`config.mk`:
```
export PLATFORM = sky130hd
export DESIGN_NAME = ps2_key_decoder
export DESIGN_NICKNAME = d
export VERILOG_FILES = /design/src/rtl/tetris_pkg.sv /design/src/rtl/ps2_rx.sv /design/src/rtl/ps2_key_decoder.sv
export SDC_FILE = /design/constraint.sdc
export NUM_CORES = 1
export LEC_CHECK = 0
export BUFFER_PORTS_ARGS = -buffer_cell sky130_fd_sc_hd__buf_2
export CORE_MARGIN = 2
export CORE_UTILIZATION = 35
export DETAILED_ROUTE_END_ITERATION = 12
export PLACE_DENSITY = 0.53
export RECOVER_POWER = 25
export SLEW_MARGIN = 0
export SYNTH_ARGS = -nofsm -noshare
export SYNTH_HDL_FRONTEND = slang
export SYNTH_HIERARCHICAL = 1
export SYNTH_SLANG_ARGS = --single-unit
```
`constraint.sdc`:
```
create_clock -name clk -period 1.68 [get_ports clk]
set_input_delay 0.336 -clock clk [delete_from_list [all_inputs] [get_ports clk]]
set_output_delay 0.336 -clock clk [all_outputs]
set_load 0.03 [all_outputs]
```
`src/rtl/tetris_pkg.sv`:
```
// Constants shared by the PS/2 input stage and the game control block:
// move commands, scan-code set 2 values and the frame parity helper.
package tetris_pkg;

  localparam logic [2:0] CMD_IDLE   = 3'b000;
  localparam logic [2:0] CMD_DOWN   = 3'b100;
  localparam logic [2:0] CMD_LEFT   = 3'b101;
  localparam logic [2:0] CMD_RIGHT  = 3'b110;
  localparam logic [2:0] CMD_ROTATE = 3'b111;

  localparam logic [7:0] SC_EXT   = 8'hE0;
  localparam logic [7:0] SC_BREAK = 8'hF0;
  localparam logic [7:0] SC_UP    = 8'h75;
  localparam logic [7:0] SC_DOWN  = 8'h72;
  localparam logic [7:0] SC_LEFT  = 8'h6B;
  localparam logic [7:0] SC_RIGHT = 8'h74;
  localparam logic [7:0] SC_W     = 8'h1D;
  localparam logic [7:0] SC_A     = 8'h1C;
  localparam logic [7:0] SC_S     = 8'h1B;
  localparam logic [7:0] SC_D     = 8'h23;

  // PS/2 frames carry odd parity across the eight data bits and the parity bit.
  function automatic logic oddParityOk(input logic [7:0] data, input logic parity);
    return ^{data, parity};
  endfunction

endpackage

```
`src/rtl/ps2_rx.sv`:
```
// PS/2 frame receiver: input synchronizers, clock glitch filter, falling-edge
// strobe, start/data/parity/stop FSM and partial-frame timeout.
module ps2_rx
  import tetris_pkg::*;
#(
  parameter int FILTER_LEN     = 8,
  parameter int TIMEOUT_CYCLES = 20000
) (
  input  logic       clk,
  input  logic       rst,
  input  logic       ps2Clk,
  input  logic       ps2Data,
  output logic [7:0] rxByte,
  output logic       rxValid,
  output logic       frameErr,
  output logic       rxTimeout
);

  localparam int FC_W = $clog2(FILTER_LEN + 1);
  localparam int TO_W = $clog2(TIMEOUT_CYCLES + 1);

  localparam logic [1:0] ST_IDLE   = 2'd0;
  localparam logic [1:0] ST_DATA   = 2'd1;
  localparam logic [1:0] ST_PARITY = 2'd2;
  localparam logic [1:0] ST_STOP   = 2'd3;

  logic [1:0]      clkSync_r;
  logic [1:0]      dataSync_r;
  logic [FC_W-1:0] filtCnt_r;
  logic            filtClk_r;
  logic            filtClkDly_r;
  logic            fallEdge_s;
  logic            dataBit_s;
  logic [1:0]      state_r;
  logic [2:0]      bitCnt_r;
  logic [7:0]      shift_r;
  logic            parity_r;
  logic [TO_W-1:0] toCnt_r;

  assign fallEdge_s = filtClkDly_r & ~filtClk_r;
  assign dataBit_s  = dataSync_r[1];

  // Synchronize both lines and hold the filtered clock until FILTER_LEN agreeing samples.
  always_ff @(posedge clk or negedge rst) begin
    if (!rst) begin
      clkSync_r    <= 2'b11;
      dataSync_r   <= 2'b11;
      filtCnt_r    <= '0;
      filtClk_r    <= 1'b1;
      filtClkDly_r <= 1'b1;
    end else begin
      clkSync_r    <= {clkSync_r[0], ps2Clk};
      dataSync_r   <= {dataSync_r[0], ps2Data};
      filtClkDly_r <= filtClk_r;
      if (clkSync_r[1] == filtClk_r) begin
        filtCnt_r <= '0;
      end else if (filtCnt_r == FC_W'(FILTER_LEN - 1)) begin
        filtClk_r <= clkSync_r[1];
        filtCnt_r <= '0;
      end else begin
        filtCnt_r <= filtCnt_r + FC_W'(1);
      end
    end
  end

  // Frame FSM; timeout and bit handling never overlap since one needs an edge and the other its absence.
  always_ff @(posedge clk or negedge rst) begin
    if (!rst) begin
      state_r   <= ST_IDLE;
      bitCnt_r  <= 3'd0;
      shift_r   <= 8'h00;
      parity_r  <= 1'b0;
      toCnt_r   <= '0;
      rxByte    <= 8'h00;
      rxValid   <= 1'b0;
      frameErr  <= 1'b0;
      rxTimeout <= 1'b0;
    end else begin
      rxValid   <= 1'b0;
      frameErr  <= 1'b0;
      rxTimeout <= 1'b0;
      if ((state_r != ST_IDLE) && !fallEdge_s) begin
        if (toCnt_r == TO_W'(TIMEOUT_CYCLES)) begin
          state_r   <= ST_IDLE;
          frameErr  <= 1'b1;
          rxTimeout <= 1'b1;
          toCnt_r   <= '0;
        end else begin
          toCnt_r <= toCnt_r + TO_W'(1);
        end
      end else begin
        toCnt_r <= '0;
      end
      if (fallEdge_s) begin
        case (state_r)
          ST_IDLE: begin
            if (!dataBit_s) begin
              state_r  <= ST_DATA;
              bitCnt_r <= 3'd0;
            end else begin
              frameErr <= 1'b1;
            end
          end
          ST_DATA: begin
            shift_r  <= {dataBit_s, shift_r[7:1]};
            bitCnt_r <= bitCnt_r + 3'd1;
            if (bitCnt_r == 3'd7) begin
              state_r <= ST_PARITY;
            end
          end
          ST_PARITY: begin
            parity_r <= dataBit_s;
            state_r  <= ST_STOP;
          end
          ST_STOP: begin
            if (dataBit_s && oddParityOk(shift_r, parity_r)) begin
              rxByte  <= shift_r;
              rxValid <= 1'b1;
            end else begin
              frameErr <= 1'b1;
            end
            state_r <= ST_IDLE;
          end
          default: state_r <= ST_IDLE;
        endcase
      end
    end
  end

endmodule

```
`src/rtl/ps2_key_decoder.sv`:
```
// PS/2 keyboard front end for the Tetris controller: tracks E0/F0 prefixes and
// turns arrow make codes into one-cycle move commands. Define PS2_WASD_EN to map W/A/S/D too.
module ps2_key_decoder
  import tetris_pkg::*;
#(
  parameter int FILTER_LEN     = 8,
  parameter int TIMEOUT_CYCLES = 20000
) (
  input  logic       clk,
  input  logic       rst,
  input  logic       ps2_clk,
  input  logic       ps2_data,
  output logic [2:0] keyboard_signal,
  output logic [7:0] rx_byte,
  output logic       rx_valid,
  output logic       frame_err
);

  logic       rxTimeout_s;
  logic       extFlag_r;
  logic       brkFlag_r;
  logic [2:0] extCmd_s;
  logic [2:0] plainCmd_s;

  ps2_rx #(
    .FILTER_LEN     (FILTER_LEN),
    .TIMEOUT_CYCLES (TIMEOUT_CYCLES)
  ) u_rx (
    .clk       (clk),
    .rst       (rst),
    .ps2Clk    (ps2_clk),
    .ps2Data   (ps2_data),
    .rxByte    (rx_byte),
    .rxValid   (rx_valid),
    .frameErr  (frame_err),
    .rxTimeout (rxTimeout_s)
  );

  // Command lookup for the current byte, extended and plain code pages.
  always_comb begin
    extCmd_s   = CMD_IDLE;
    plainCmd_s = CMD_IDLE;
    case (rx_byte)
      SC_DOWN:  extCmd_s = CMD_DOWN;
      SC_LEFT:  extCmd_s = CMD_LEFT;
      SC_RIGHT: extCmd_s = CMD_RIGHT;
      SC_UP:    extCmd_s = CMD_ROTATE;
      default:  extCmd_s = CMD_IDLE;
    endcase
`ifdef PS2_WASD_EN
    case (rx_byte)
      SC_S:    plainCmd_s = CMD_DOWN;
      SC_A:    plainCmd_s = CMD_LEFT;
      SC_D:    plainCmd_s = CMD_RIGHT;
      SC_W:    plainCmd_s = CMD_ROTATE;
      default: plainCmd_s = CMD_IDLE;
    endcase
`else
    plainCmd_s = CMD_IDLE;
`endif
  end

  // Prefix tracking and single-cycle command pulse one clock after rx_valid.
  always_ff @(posedge clk or negedge rst) begin
    if (!rst) begin
      extFlag_r       <= 1'b0;
      brkFlag_r       <= 1'b0;
      keyboard_signal <= CMD_IDLE;
    end else begin
      keyboard_signal <= CMD_IDLE;
      if (rxTimeout_s) begin
        extFlag_r <= 1'b0;
        brkFlag_r <= 1'b0;
      end else if (rx_valid) begin
        case (rx_byte)
          SC_EXT:   extFlag_r <= 1'b1;
          SC_BREAK: brkFlag_r <= 1'b1;
          default: begin
            extFlag_r <= 1'b0;
            brkFlag_r <= 1'b0;
            if (!brkFlag_r) begin
              keyboard_signal <= extFlag_r ? extCmd_s : plainCmd_s;
            end
          end
        endcase
      end
    end
  end

endmodule

```
== Yosys cells after proc, flatten, opt, wreduce, memory -nomap -nowiden ==
Cells that the tools add are included.
Cells by class
  add/sub/neg operators: 3
  equality and inequality tests: 16
  muxes and demuxes: 33
  bitwise operators: 3
  reductions and logical operators: 16
Operators by type and width (count)
  $eq 8x7->1 const B: 4
  $mux 15: 2
  $mux 3: 6
  $eq 8x8->1 const B: 2
  $add 15x1->15 const B: 1
  $eq 15x15->1 const B: 1
  $mux 1: 12
  $pmux 3 s4: 1
  $mux 2: 5
  $reduce_and 2->1: 5
  $reduce_xor 9->1: 1
  $mux 4: 2
  $pmux 2 s4: 1
  $pmux 1 s2: 3
  $pmux 3 s2: 1
  $reduce_and 3->1: 2
  $reduce_bool 2->1: 3
  $add 4x1->4 const B: 1
  $eq 2x2->1 const B: 2
  $eq 4x3->1 const B: 1
  $ne 2x1->1 const B: 2
  $add 3x1->3 const B: 1
  $eq 3x3->1 const B: 1
  $eq 2x1->1 const B: 1
  other kinds (8): 10
Word-level totals
  register bits: 55
  input port bits: 4
  logic and storage cells: 88

== Depth between registers and ports, before layout ==
Gate-level depths: netlist of the first run.
  word-level depth: 8
  depth in mapped cells: 7
  mapped depth without buffers: 6

== Hierarchy ==
Netlist of the first run, hierarchy kept.
Modules (own cells, without submodules)
  ps2_rx: instances 1, cells an instance 202, area an instance 2362.3 µm², seq. area each 1258.7 µm²
  ps2_key_decoder: instances 1, cells an instance 27, area an instance 254.0 µm², seq. area each 125.1 µm²

== Least setup slack after synthesis of the first run ==
No wires, ideal clock.
  path kind: reg-to-reg
  start point: reg u_rx.shift_r[1]
  end point: reg u_rx.rxByte[0]
  setup time: 0.125 ns
  arrival: 1.683 ns
  data required time: 1.555 ns
  path slack: -0.128 ns
  cell stages (with the launch flop): 5
  clock period less this slack: 1.808 ns
  cells stage by stage: dfrtp_1 -> xor2_1 -> xnor3_2 -> mux2i_4 -> mux2_2
Between the ends
  cells in the longest elaborated chain, start to end: 3
Ends and longest elaborated chain
  start, declared: line ps2_rx.sv:36  | logic [7:0] shift_r;
  start signal, assigned: line ps2_rx.sv:105  | shift_r <= {dataBit_s, shift_r[7:1]};
  $reduce_xor 9->1: line tetris_pkg.sv:24  | return ^{data, parity};
  $logic_and 1x1->1: line ps2_rx.sv:116  | if (dataBit_s && oddParityOk(shift_r, parity_r)) begin
  $reduce_and 3->1 (no line)
  end signal, assigned: line ps2_rx.sv:117  | rxByte <= shift_r;
  end, declared: line ps2_rx.sv:13  | output logic [7:0] rxByte,
No other way between the ends.
A chain may end at the register's enable or synchronous reset.

== Worst setup path in the final report of the first run ==
  start point: reg u_rx.shift_r[3]
  end point: reg u_rx.rxByte[4]
Same word-level chain as after synthesis.

==> impl_metrics.csv, run 1 <==
group,metric,value,unit
timing,post-route-min-period,1.86,ns
placed_design,place_ws,-0.168,ns
floorplanning,die_height,90.5,um
run,max-cap-violations,0,
global_route,grt_pass1_vias,1824,
critical_path,start_kind,"flop",
clock_tree,cts_root_buf,"clkbuf_8",
routing,vias,1788,
timing,hold_slack,0.113,ns
floorplanning,design.core.area,7250,um^2
yosys,synth_area,2620,um^2
routing,initialDrtViolationCount,63,
power_and_ir_drop,peakVddDrop,460,uV
yosys,synthesis.nets,243,
routing,wl_per_cell,12.7,um
placed_design,io_buffers,16,
yosys,ys_async_sr_fraction,100,%
routing,routed_wl,4740,um
clock_tree,clk_pin_slew,0.10,ns
timing,setup_viol,8,
floorplanning,initial_core_util,36.1,%
routing,via_per_inst,4.79,
floorplanning,die-width,90.5,um
critical_path,rr_startpoint,"u_rx/shift_r[3]",
yosys,ys_seq_elements,55,
clock_tree,cts_tree,"built",
final_layout,area_growth,21.0,%
critical_path,reg2reg_to,"u_rx/rxByte[4]",
yosys,synth-seq-area-share,52.9,%
routing,drc,0,
critical_path,crit_slowest_cell,"xnor3_2",
timing,post-route-period-util,111,%
final_layout,layout-drive-gt1-share,29.9,%
worst_hold_path,holdPathStages,1,
yosys,syn-instance-count,229,
critical_path,crit_chain,"xnor2_1 > xnor3_2 > mux2i_4 > buf_12 > mux2_2",
yosys,yosysWarnings,6,
yosys,synth_edf_count,0,
clock_tree,clock_latency,0.31,ns
timing,slew_headroom,54.1,%
worst_hold_path,holdPathEnd,"u_rx/dataSync_r[0]",
global_route,antenna_found_initial,0,
placed_design,gp_congestion,0.809,
power_and_ir_drop,leakagePower,1.56,nW
critical_path,critPathMaxFanout,9,
final_layout,layout_common_cells,"dfrtp_1, nor2_1, buf_4",
timing,clock_skew,0.00961,ns
global_route,gr-total-overflow,0,
global_route,grt_pass1_wl,8360,um
critical_path,end_kind,"flop",
yosys,synthFlopType,"dfrtp_1",
yosys,yosysUniqueCellTypes,42,
clock_tree,cts_buffer_depth,2,
timing,tightest_slew,0.689,ns
floorplanning,dieArea,8180,um^2
critical_path,r2r_slack,-0.18,ns
critical_path,critPathArrivalTime,2.07,ns
routing,dr.pass1.iters,4,
global_route,grt_usage,12.4,%
floorplanning,num_io_pins,17,
yosys,synth.avg_cell_area,11.4,um^2
timing,rsz0062_at_grt,"true",
clock_tree,htree_levels,2,
critical_path,worst_r2r_path_depth,5,
timing,fmax,537,MHz
timing,maxSlewViolCount,0,
clock_tree,cts.sinks,55,
clock_tree,cts_buffers,5,
final_layout,n_antenna_cell,0,
floorplanning,std_cell_rows,31,
routing,ant_nets,0,
final_layout,fin_nets,287,
worst_hold_path,min_path_type,"in -> reg",
worst_hold_path,min_from,"ps2_data",
critical_path,slowest_delay,0.49,ns
timing,setup_ws,-0.181,ns
critical_path,cp.required,1.89,ns
final_layout,final_common_cell,"dfrtp_1",
power_and_ir_drop,power.density,1060,nW/um^2
critical_path,crit_type,"reg -> reg",
global_route,grt_max_degree,44,
status,violations,"negative setup slack",
status,status,"finished, violations left",
placed_design,dp_hpwl,3300,um
timing,hold_viol_final,0,
## synthesized netlist by cell type, types with 6 or more instances
master,instances,area share (%)
mux2_2,18,7.7
nand3_1,11,2.1
inv_1,10,1.4
ha_1,10,4.8
a21oi_1,8,1.5
nand4_1,6,1.4
nor3_1,6,1.1
nor2_1,23,3.3
clkbuf_1,7,1.0
xnor2_1,6,2.0
dfstp_2,6,6.0
nand2_1,10,1.4
dfrtp_1,49,47
xor2_1,13,4.4
## worst max path at each step
stage,from,to,cells after the start,slack [ns]
floorplan,u_rx/shift_r[3],u_rx/rxByte[0],4,-0.11
global placement,u_rx/shift_r[3],u_rx/rxByte[7],5,-0.11
detailed placement,u_rx/shift_r[3],u_rx/rxByte[3],5,-0.17
CTS,u_rx/shift_r[3],u_rx/rxByte[6],5,-0.19
global route,u_rx/shift_r[3],u_rx/rxByte[5],5,-0.23
finish,u_rx/shift_r[3],u_rx/rxByte[4],5,-0.18
## power by group
| group | internal, W | total (W) | switching, W |
|---|---|---|---|
| combinational | 0.000519 | 0.00105 | 0.000528 |
| sequential | 0.00147 | 0.00155 | 0.0000870 |
| clock | 0.000299 | 0.000743 | 0.000444 |
| total | 0.00228 | 0.00334 | 0.00106 |
## layout make-up
class / count / area (um^2)
fill: 723 / 4090
sequential: 55 / 1380
multi-input combinational: 157 / 1210
timing repair buffer: 44 / 317
tap: 99 / 124
clock buffer: 5 / 68.8
inverter: 10 / 37.5
clock inverter: 3 / 25.0
## per-stage QoR
stage	setup TNS [ns]	total power (W)	instance area, um^2	util (%)	std cells
after floorplan	-0.907	0.00218	2620	-	229
after global placement	-0.863	0.00258	3030	41.7	363
after detailed placement	-1.28	0.00258	3030	41.7	363
after CTS	-1.50	0.00336	3130	43.2	372
after global routing	-1.70	0.00357	3170	43.6	373
final	-1.29	0.00334	3170	43.6	373
## sequential cells by signal, summed over array words and instances, names as in the netlist
name	flops
u_rx/dataSync_r	2
u_rx/clkSync_r	2
u_rx/filtClk_r	1
u_rx/state_r	2
u_rx/rxValid	1
u_rx/filtClkDly_r	1
u_rx/rxTimeout	1
keyboard_signal	3
u_rx/shift_r	8
u_rx/parity_r	1
u_rx/toCnt_r	15
extFlag_r	1
u_rx/bitCnt_r	3
brkFlag_r	1
u_rx/filtCnt_r	4
u_rx/frameErr	1
u_rx/rxByte	8
## cells by family (layout without fill, tap and decap cells)
logic type,count (synthesis),in the layout,synth area share (%)
and+or+nand+nor,83,83,17.0
DFF,55,55,52.9
AOI/OAI and AO/OA,24,24,6.03
xor gates and xnor gates,21,21,8.23
muxes,19,19,8.61
buffers and inverters,17,62,2.44
adders and majority gates,10,10,4.78
## worst max-delay path, delay by kind of cell (launching register included)
kind / cells / cell delay, ns
xor gates and xnor gates: 2 / 0.67
buffers and inverters: 1 / 0.15
DFF: 1 / 0.40
muxes: 2 / 0.53
## what timing repair did
action                                 4_1_cts  5_1_grt
setup endpoints to repair                    8       16
endpoints found under the hold margin       12        0
hold buffers                                 1        0
setup buffers                                0        1
resized for setup                            0        9
## metal layers
metal | GRT usage [%] | share of wire [%]
met3 | 2.75 | 2.8
met5 | 0 | 0
met1 | 16.0 | 48
met4 | 4.62 | 1.5
met2 | 20.3 | 48
No activity file was read; power rests on OpenSTA's default activity.
==> inputs of run 2 (changes only) <==
--- a/config.mk
+++ b/config.mk
@@ -11,6 +11,7 @@
 export DETAILED_ROUTE_END_ITERATION = 12
 export PLACE_DENSITY = 0.53
 export RECOVER_POWER = 25
+export SKIP_LAST_GASP = 1
 export SLEW_MARGIN = 0
 export SYNTH_ARGS = -nofsm -noshare
 export SYNTH_HDL_FRONTEND = slang
==> impl_metrics.csv, run 2 (synthesized netlist as in run 1, its figures left out) <==
group,metric,value,unit
final_layout,final_cell_count_no_fill,373,
power_and_ir_drop,leakagePower,1.54,nW
power_and_ir_drop,switching_share,31.6,%
critical_path,r2r_slack,-0.18,ns
final_layout,final_common_cell,"dfrtp_1",
timing,post-route-period-util,111,%
power_and_ir_drop,power_frac_seq,46.8,%
timing,hold_viol_final,0,
global_route,grt_max_degree,44,
final_layout,fin_nets,287,
critical_path,end_kind,"flop",
routing,initialDrtViolationCount,68,
timing,maxSlewViolCount,0,
global_route,grt_pass1_vias,1824,
global_route,grt_usage,12.4,%
timing,clock_skew,0.0103,ns
final_layout,largest_reg_flops,15,
clock_tree,cts.sinks,55,
clock_tree,htree_levels,2,
critical_path,worst_r2r_path_depth,5,
final_layout,n_antenna_cell,0,
clock_tree,clock_latency,0.31,ns
timing,fmax,538,MHz
power_and_ir_drop,p_sw,0.00105,W
clock_tree,cts_buffer_depth,2,
timing,post-route-min-period,1.86,ns
clock_tree,cts_root_buf,"clkbuf_8",
final_layout,reg.largest.list,"u_rx/toCnt_r: 15 flops, u_rx/rxByte: 8 flops, u_rx/shift_r: 8 flops",
timing,rsz0062_at_grt,"true",
critical_path,cp.required,1.89,ns
power_and_ir_drop,finalPower,0.00332,W
timing,tightest_slew,0.691,ns
critical_path,start_kind,"flop",
run,max-cap-violations,0,
final_layout,largest_register,"u_rx/toCnt_r",
floorplanning,die_height,90.5,um
routing,ant_nets,0,
status,violations,"negative setup slack",
worst_hold_path,min_path_type,"in -> reg",
final_layout,area_growth,20.0,%
floorplanning,num_io_pins,17,
critical_path,crit_type,"reg -> reg",
worst_hold_path,holdPathStages,1,
floorplanning,design.core.area,7250,um^2
clock_tree,cts_tree,"built",
global_route,antenna_found_initial,0,
global_route,gr-total-overflow,0,
clock_tree,cts_buffers,5,
final_layout,nFillCells,721,
worst_hold_path,holdPathEnd,"u_rx/dataSync_r[0]",
placed_design,io_buffers,16,
power_and_ir_drop,power.density,1060,nW/um^2
power_and_ir_drop,intPower,0.00227,W
placed_design,dpl.cell_count,363,
routing,wl_per_cell,12.7,um
routing,vias,1779,
critical_path,reg2reg_to,"u_rx/rxByte[3]",
critical_path,critPathMaxFanout,9,
placed_design,gp_congestion,0.809,
final_layout,layout-drive-gt1-share,29.2,%
final_layout,layout_common_cells,"dfrtp_1, nor2_1, buf_4",
routing,via_per_inst,4.77,
floorplanning,die-width,90.5,um
placed_design,dp_hpwl,3300,um
power_and_ir_drop,peakVddDrop,459,uV
routing,drc,0,
worst_hold_path,min_from,"ps2_data",
floorplanning,initial_core_util,36.1,%
timing,setup_viol,8,
timing,setup_ws,-0.177,ns
critical_path,critPathArrivalTime,2.06,ns
power_and_ir_drop,clkPwrFrac,22.4,%
power_and_ir_drop,pwr-share-comb,30.9,%
critical_path,rr_startpoint,"u_rx/shift_r[3]",
routing,dr.pass1.iters,4,
floorplanning,std_cell_rows,31,
global_route,grt_pass1_wl,8360,um
clock_tree,clk_pin_slew,0.10,ns
routing,routed_wl,4730,um
status,status,"finished, violations left",
floorplanning,dieArea,8180,um^2
timing,slew_headroom,53.9,%
run 2: cell count changes in the layout (fill, tap and decap cells not counted):
cell,previous run,this run
ha_1,9,10
ha_2,1,0
mux2_2,14,18
mux2_4,4,0
o32ai_1,1,2
o32ai_2,1,0
run 2: cell type report:
cell class	instances	area, um^2	share of cell area [%]
Clock buffer	5	68.8	2.19
Clock inverter	3	25.0	0.797
Inverter	10	37.5	1.20
Multi-Input combinational cell	157	1180	37.7
Sequential cell	55	1380	44.1
Tap cell	99	124	3.94
Timing Repair Buffer	44	317	10.1
run 2: worst max path at each step:
stage / to / from / slack (ns) / cells after the start
final: u_rx/rxByte[3] / u_rx/shift_r[3] / -0.18 / 5
after global routing: u_rx/rxByte[3] / u_rx/shift_r[3] / -0.24 / 5
after CTS: u_rx/rxByte[6] / u_rx/shift_r[3] / -0.19 / 5
after detailed placement: u_rx/rxByte[3] / u_rx/shift_r[3] / -0.17 / 5
after global placement: u_rx/rxByte[7] / u_rx/shift_r[3] / -0.11 / 5
after floorplan: u_rx/rxByte[0] / u_rx/shift_r[3] / -0.11 / 4
run 2: power groups by stage:
stage / Clock, W / Combinational (W) / Sequential [W]
floorplan: 0 / 0.000594 / 0.00158
global placement: 0 / 0.000998 / 0.00158
detailed placement: 0 / 0.00100 / 0.00158
CTS: 0.000789 / 0.00101 / 0.00156
global route: 0.000824 / 0.00115 / 0.00157
finish: 0.000743 / 0.00102 / 0.00155
run 2: through the flow:
stage               setup WS, ns  utilization, %  setup TNS, ns  hold WS [ns]  area, um^2
floorplan                 -0.113               -         -0.907        0.0404        2620
global placement          -0.109            41.7         -0.863         0.244        3030
detailed placement        -0.168            41.7          -1.28         0.248        3030
CTS                       -0.195            43.2          -1.50        0.0946        3130
global route              -0.237            43.3          -1.82         0.104        3140
finish                    -0.177            43.3          -1.36         0.113        3140
run 2: worst max-delay path, cell delays in order, from the launching register on:
cell and delay, ns:
dfrtp_1 0.40, xnor2_1 0.18, xnor3_2 0.49, mux2i_4 0.20, buf_12 0.15, mux2_2 0.33
run 2: routing by layer:
| metal | GRT usage, % | vias to the layer above | share of wire, % |
|---|---|---|---|
| met4 | 4.62 | 0 | 1.5 |
| met1 | 16.0 | 860 | 48 |
| met2 | 20.3 | 23 | 47 |
| met3 | 2.75 | 5 | 3.1 |
| li1 | - | 891 | - |
| met5 | 0 | - | 0 |
run 2: what timing repair did:
action,CTS,global route
hold buffers,1,0
pin swaps,0,0
cloned,0,0
setup buffers,0,1
endpoints found under the hold margin,12,0
endpoints found under the setup margin,8,16
gates resized for setup,0,3
==> inputs of run 3 (changes only) <==
--- a/config.mk
+++ b/config.mk
@@ -9,7 +9,7 @@
 export CORE_MARGIN = 2
 export CORE_UTILIZATION = 35
 export DETAILED_ROUTE_END_ITERATION = 12
-export PLACE_DENSITY = 0.53
+export PLACE_DENSITY = 0.51
 export RECOVER_POWER = 25
 export SKIP_LAST_GASP = 1
 export SLEW_MARGIN = 0
==> constraint.sdc (replaced) <==
create_clock -name clk -period 1.9 [get_ports clk]
set_input_delay 0.38 -clock clk [delete_from_list [all_inputs] [get_ports clk]]
set_output_delay 0.38 -clock clk [all_outputs]
set_load 0.03 [all_outputs]
==> impl_metrics.csv, run 3 (synthesized netlist as in run 1, its figures left out) <==
group,metric,value,unit
status,status,"finished, final reports clean",
critical_path,slowest_delay,0.47,ns
timing,hold_viol_final,0,
run,max-cap-violations,0,
final_layout,layout-drive-gt1-share,25.1,%
routing,vias,1774,
global_route,grt_pass1_wl,8380,um
critical_path,crit_slowest_cell,"xnor3_2",
final_layout,nFillCells,725,
global_route,grt_pass1_vias,1811,
critical_path,r2r_slack,0.05,ns
routing,via_per_inst,4.90,
power_and_ir_drop,peakVddDrop,360,uV
worst_hold_path,holdPathEnd,"u_rx/clkSync_r[0]",
final_layout,reg.largest.list,"u_rx/toCnt_r: 15 flops, u_rx/rxByte: 8 flops, u_rx/shift_r: 8 flops",
floorplanning,dieArea,8180,um^2
critical_path,cp.required,2.11,ns
clock_tree,cts_tree,"built",
worst_hold_path,min_from,"ps2_clk",
global_route,grt_usage,12.7,%
global_route,gr-total-overflow,0,
routing,initialDrtViolationCount,81,
routing,dr.pass1.iters,4,
placed_design,place_ws,0.00216,ns
critical_path,critPathArrivalTime,2.06,ns
global_route,grt_max_degree,41,
placed_design,gp_congestion,0.780,
timing,fmax,540,MHz
timing,maxSlewViolCount,0,
timing,tightest_slew,0.910,ns
timing,clock_skew,0.00503,ns
clock_tree,clk_pin_slew,0.10,ns
floorplanning,die_height,90.5,um
floorplanning,initial_core_util,36.1,%
critical_path,critPathMaxFanout,5,
routing,routed_wl,4730,um
timing,hold_slack,0.162,ns
power_and_ir_drop,pwr-share-comb,26.2,%
timing,post-route-period-util,97.4,%
clock_tree,cts.sinks,55,
final_layout,final_common_cell,"dfrtp_1",
critical_path,rr_startpoint,"u_rx/shift_r[6]",
final_layout,fin_nets,276,
power_and_ir_drop,switching_share,30.4,%
clock_tree,cts_buffers,5,
power_and_ir_drop,intPower,0.00204,W
timing,post-route-min-period,1.85,ns
routing,wl_per_cell,13.1,um
timing,slew_headroom,39.3,%
clock_tree,cts_root_buf,"clkbuf_8",
final_layout,area_growth,17.8,%
placed_design,dpl-instance-area,2900,um^2
critical_path,reg2reg_to,"u_rx/rxByte[7]",
power_and_ir_drop,leakagePower,1.50,nW
routing,drc,0,
floorplanning,std_cell_rows,31,
final_layout,fin_area,3080,um^2
timing,setup_viol,0,
clock_tree,htree_levels,2,
critical_path,worst_r2r_path_depth,5,
power_and_ir_drop,finalPower,0.00294,W
critical_path,start_kind,"flop",
final_layout,largest_register,"u_rx/toCnt_r",
critical_path,crit_type,"reg -> reg",
power_and_ir_drop,clkPwrFrac,26.8,%
placed_design,dp_hpwl,3360,um
worst_hold_path,holdPathStages,1,
floorplanning,design.core.area,7250,um^2
floorplanning,num_io_pins,17,
placed_design,io_buffers,16,
final_layout,layout_common_cells,"dfrtp_1, nor2_1, buf_2",
floorplanning,die-width,90.5,um
power_and_ir_drop,power.density,953,nW/um^2
clock_tree,cts_buffer_depth,2,
routing,ant_nets,0,
global_route,antenna_found_initial,0,
worst_hold_path,min_path_type,"in -> reg",
power_and_ir_drop,power_frac_seq,47.0,%
critical_path,crit_chain,"xnor2_2 > xnor3_2 > mux2i_4 > buf_6 > mux2_4",
clock_tree,clock_latency,0.31,ns
critical_path,end_kind,"flop",
timing,setup_ws,0.0488,ns
final_layout,largest_reg_flops,15,
timing,rsz0062_at_grt,"true",
final_layout,n_antenna_cell,0,
power_and_ir_drop,p_sw,0.000894,W
## run 3: changes by cell type in the layout (fill, tap and decap cells not counted), moves of 2 or more
| cell | delta |
|---|---|
| buf_4 | -11 |
| clkinv_4 | -2 |
| mux2_2 | -8 |
| buf_6 | +2 |
| buf_12 | -2 |
| mux2_4 | +8 |
## run 3: per-layer routing
metal,up-vias,GRT usage (%),wire length [um]
li1,865,-,-
met1,878,15.3,2200
met2,25,21.8,2320
met5,-,0,0
met4,0,4.74,77
met3,6,3.17,138
## run 3: area by class of cell
class | count | area [um^2] | share of cell area [%]
Clock inverter | 3 | 46.3 | 1.50
Sequential cell | 55 | 1380 | 44.9
Timing Repair Buffer | 33 | 216 | 7.02
Multi-Input combinational cell | 157 | 1210 | 39.1
Inverter | 10 | 37.5 | 1.22
Clock buffer | 5 | 68.8 | 2.23
Tap cell | 99 | 124 | 4.02
## run 3: worst max path at each step
stage / from / end / slack, ns / cells after the start
2_1_floorplan: u_rx/shift_r[1] / u_rx/rxByte[0] / 0.09 / 4
3_5_place_dp: u_rx/shift_r[1] / u_rx/rxByte[6] / 0.002 / 4
3_3_place_gp: u_rx/shift_r[1] / u_rx/rxByte[1] / 0.009 / 4
5_1_grt: u_rx/shift_r[6] / u_rx/rxByte[0] / -0.03 / 5
6_report: u_rx/shift_r[6] / u_rx/rxByte[7] / 0.05 / 5
4_1_cts: u_rx/shift_r[1] / u_rx/rxByte[6] / 0.06 / 5
## run 3: worst max-delay path: cells and delay by family, from the launching register on
kind                      cells  cell delay, ns
muxes                         2            0.51
DFF                           1            0.43
buffers and inverters         1            0.16
xor gates and xnor gates      2            0.64
## run 3: repair_timing
action	CTS	global route
gates cloned	0	0
setup buffers	2	2
hold endpoints to repair	13	0
pin swaps	0	2
gates resized for setup	0	11
endpoints found under the setup margin	8	8
hold buffers	1	0
## run 3: power by group through the flow
| stage | sequential, W | combinational [W] | clock, W |
|---|---|---|---|
| 2_1_floorplan | 0.00140 | 0.000516 | 0 |
| 3_3_place_gp | 0.00140 | 0.000747 | 0 |
| 3_5_place_dp | 0.00141 | 0.000743 | 0 |
| 4_1_cts | 0.00138 | 0.000747 | 0.000827 |
| 5_1_grt | 0.00140 | 0.000880 | 0.000887 |
| 6_report | 0.00138 | 0.000769 | 0.000789 |
## run 3: per-stage QoR
| stage | utilization [%] | TNS (ns) | std cells |
|---|---|---|---|
| after floorplan | - | 0 | 229 |
| after global placement | 39.9 | 0 | 349 |
| after detailed placement | 39.9 | 0 | 349 |
| after CTS | 41.9 | 0 | 360 |
| after global routing | 42.5 | -0.152 | 362 |
| final | 42.5 | 0 | 362 |
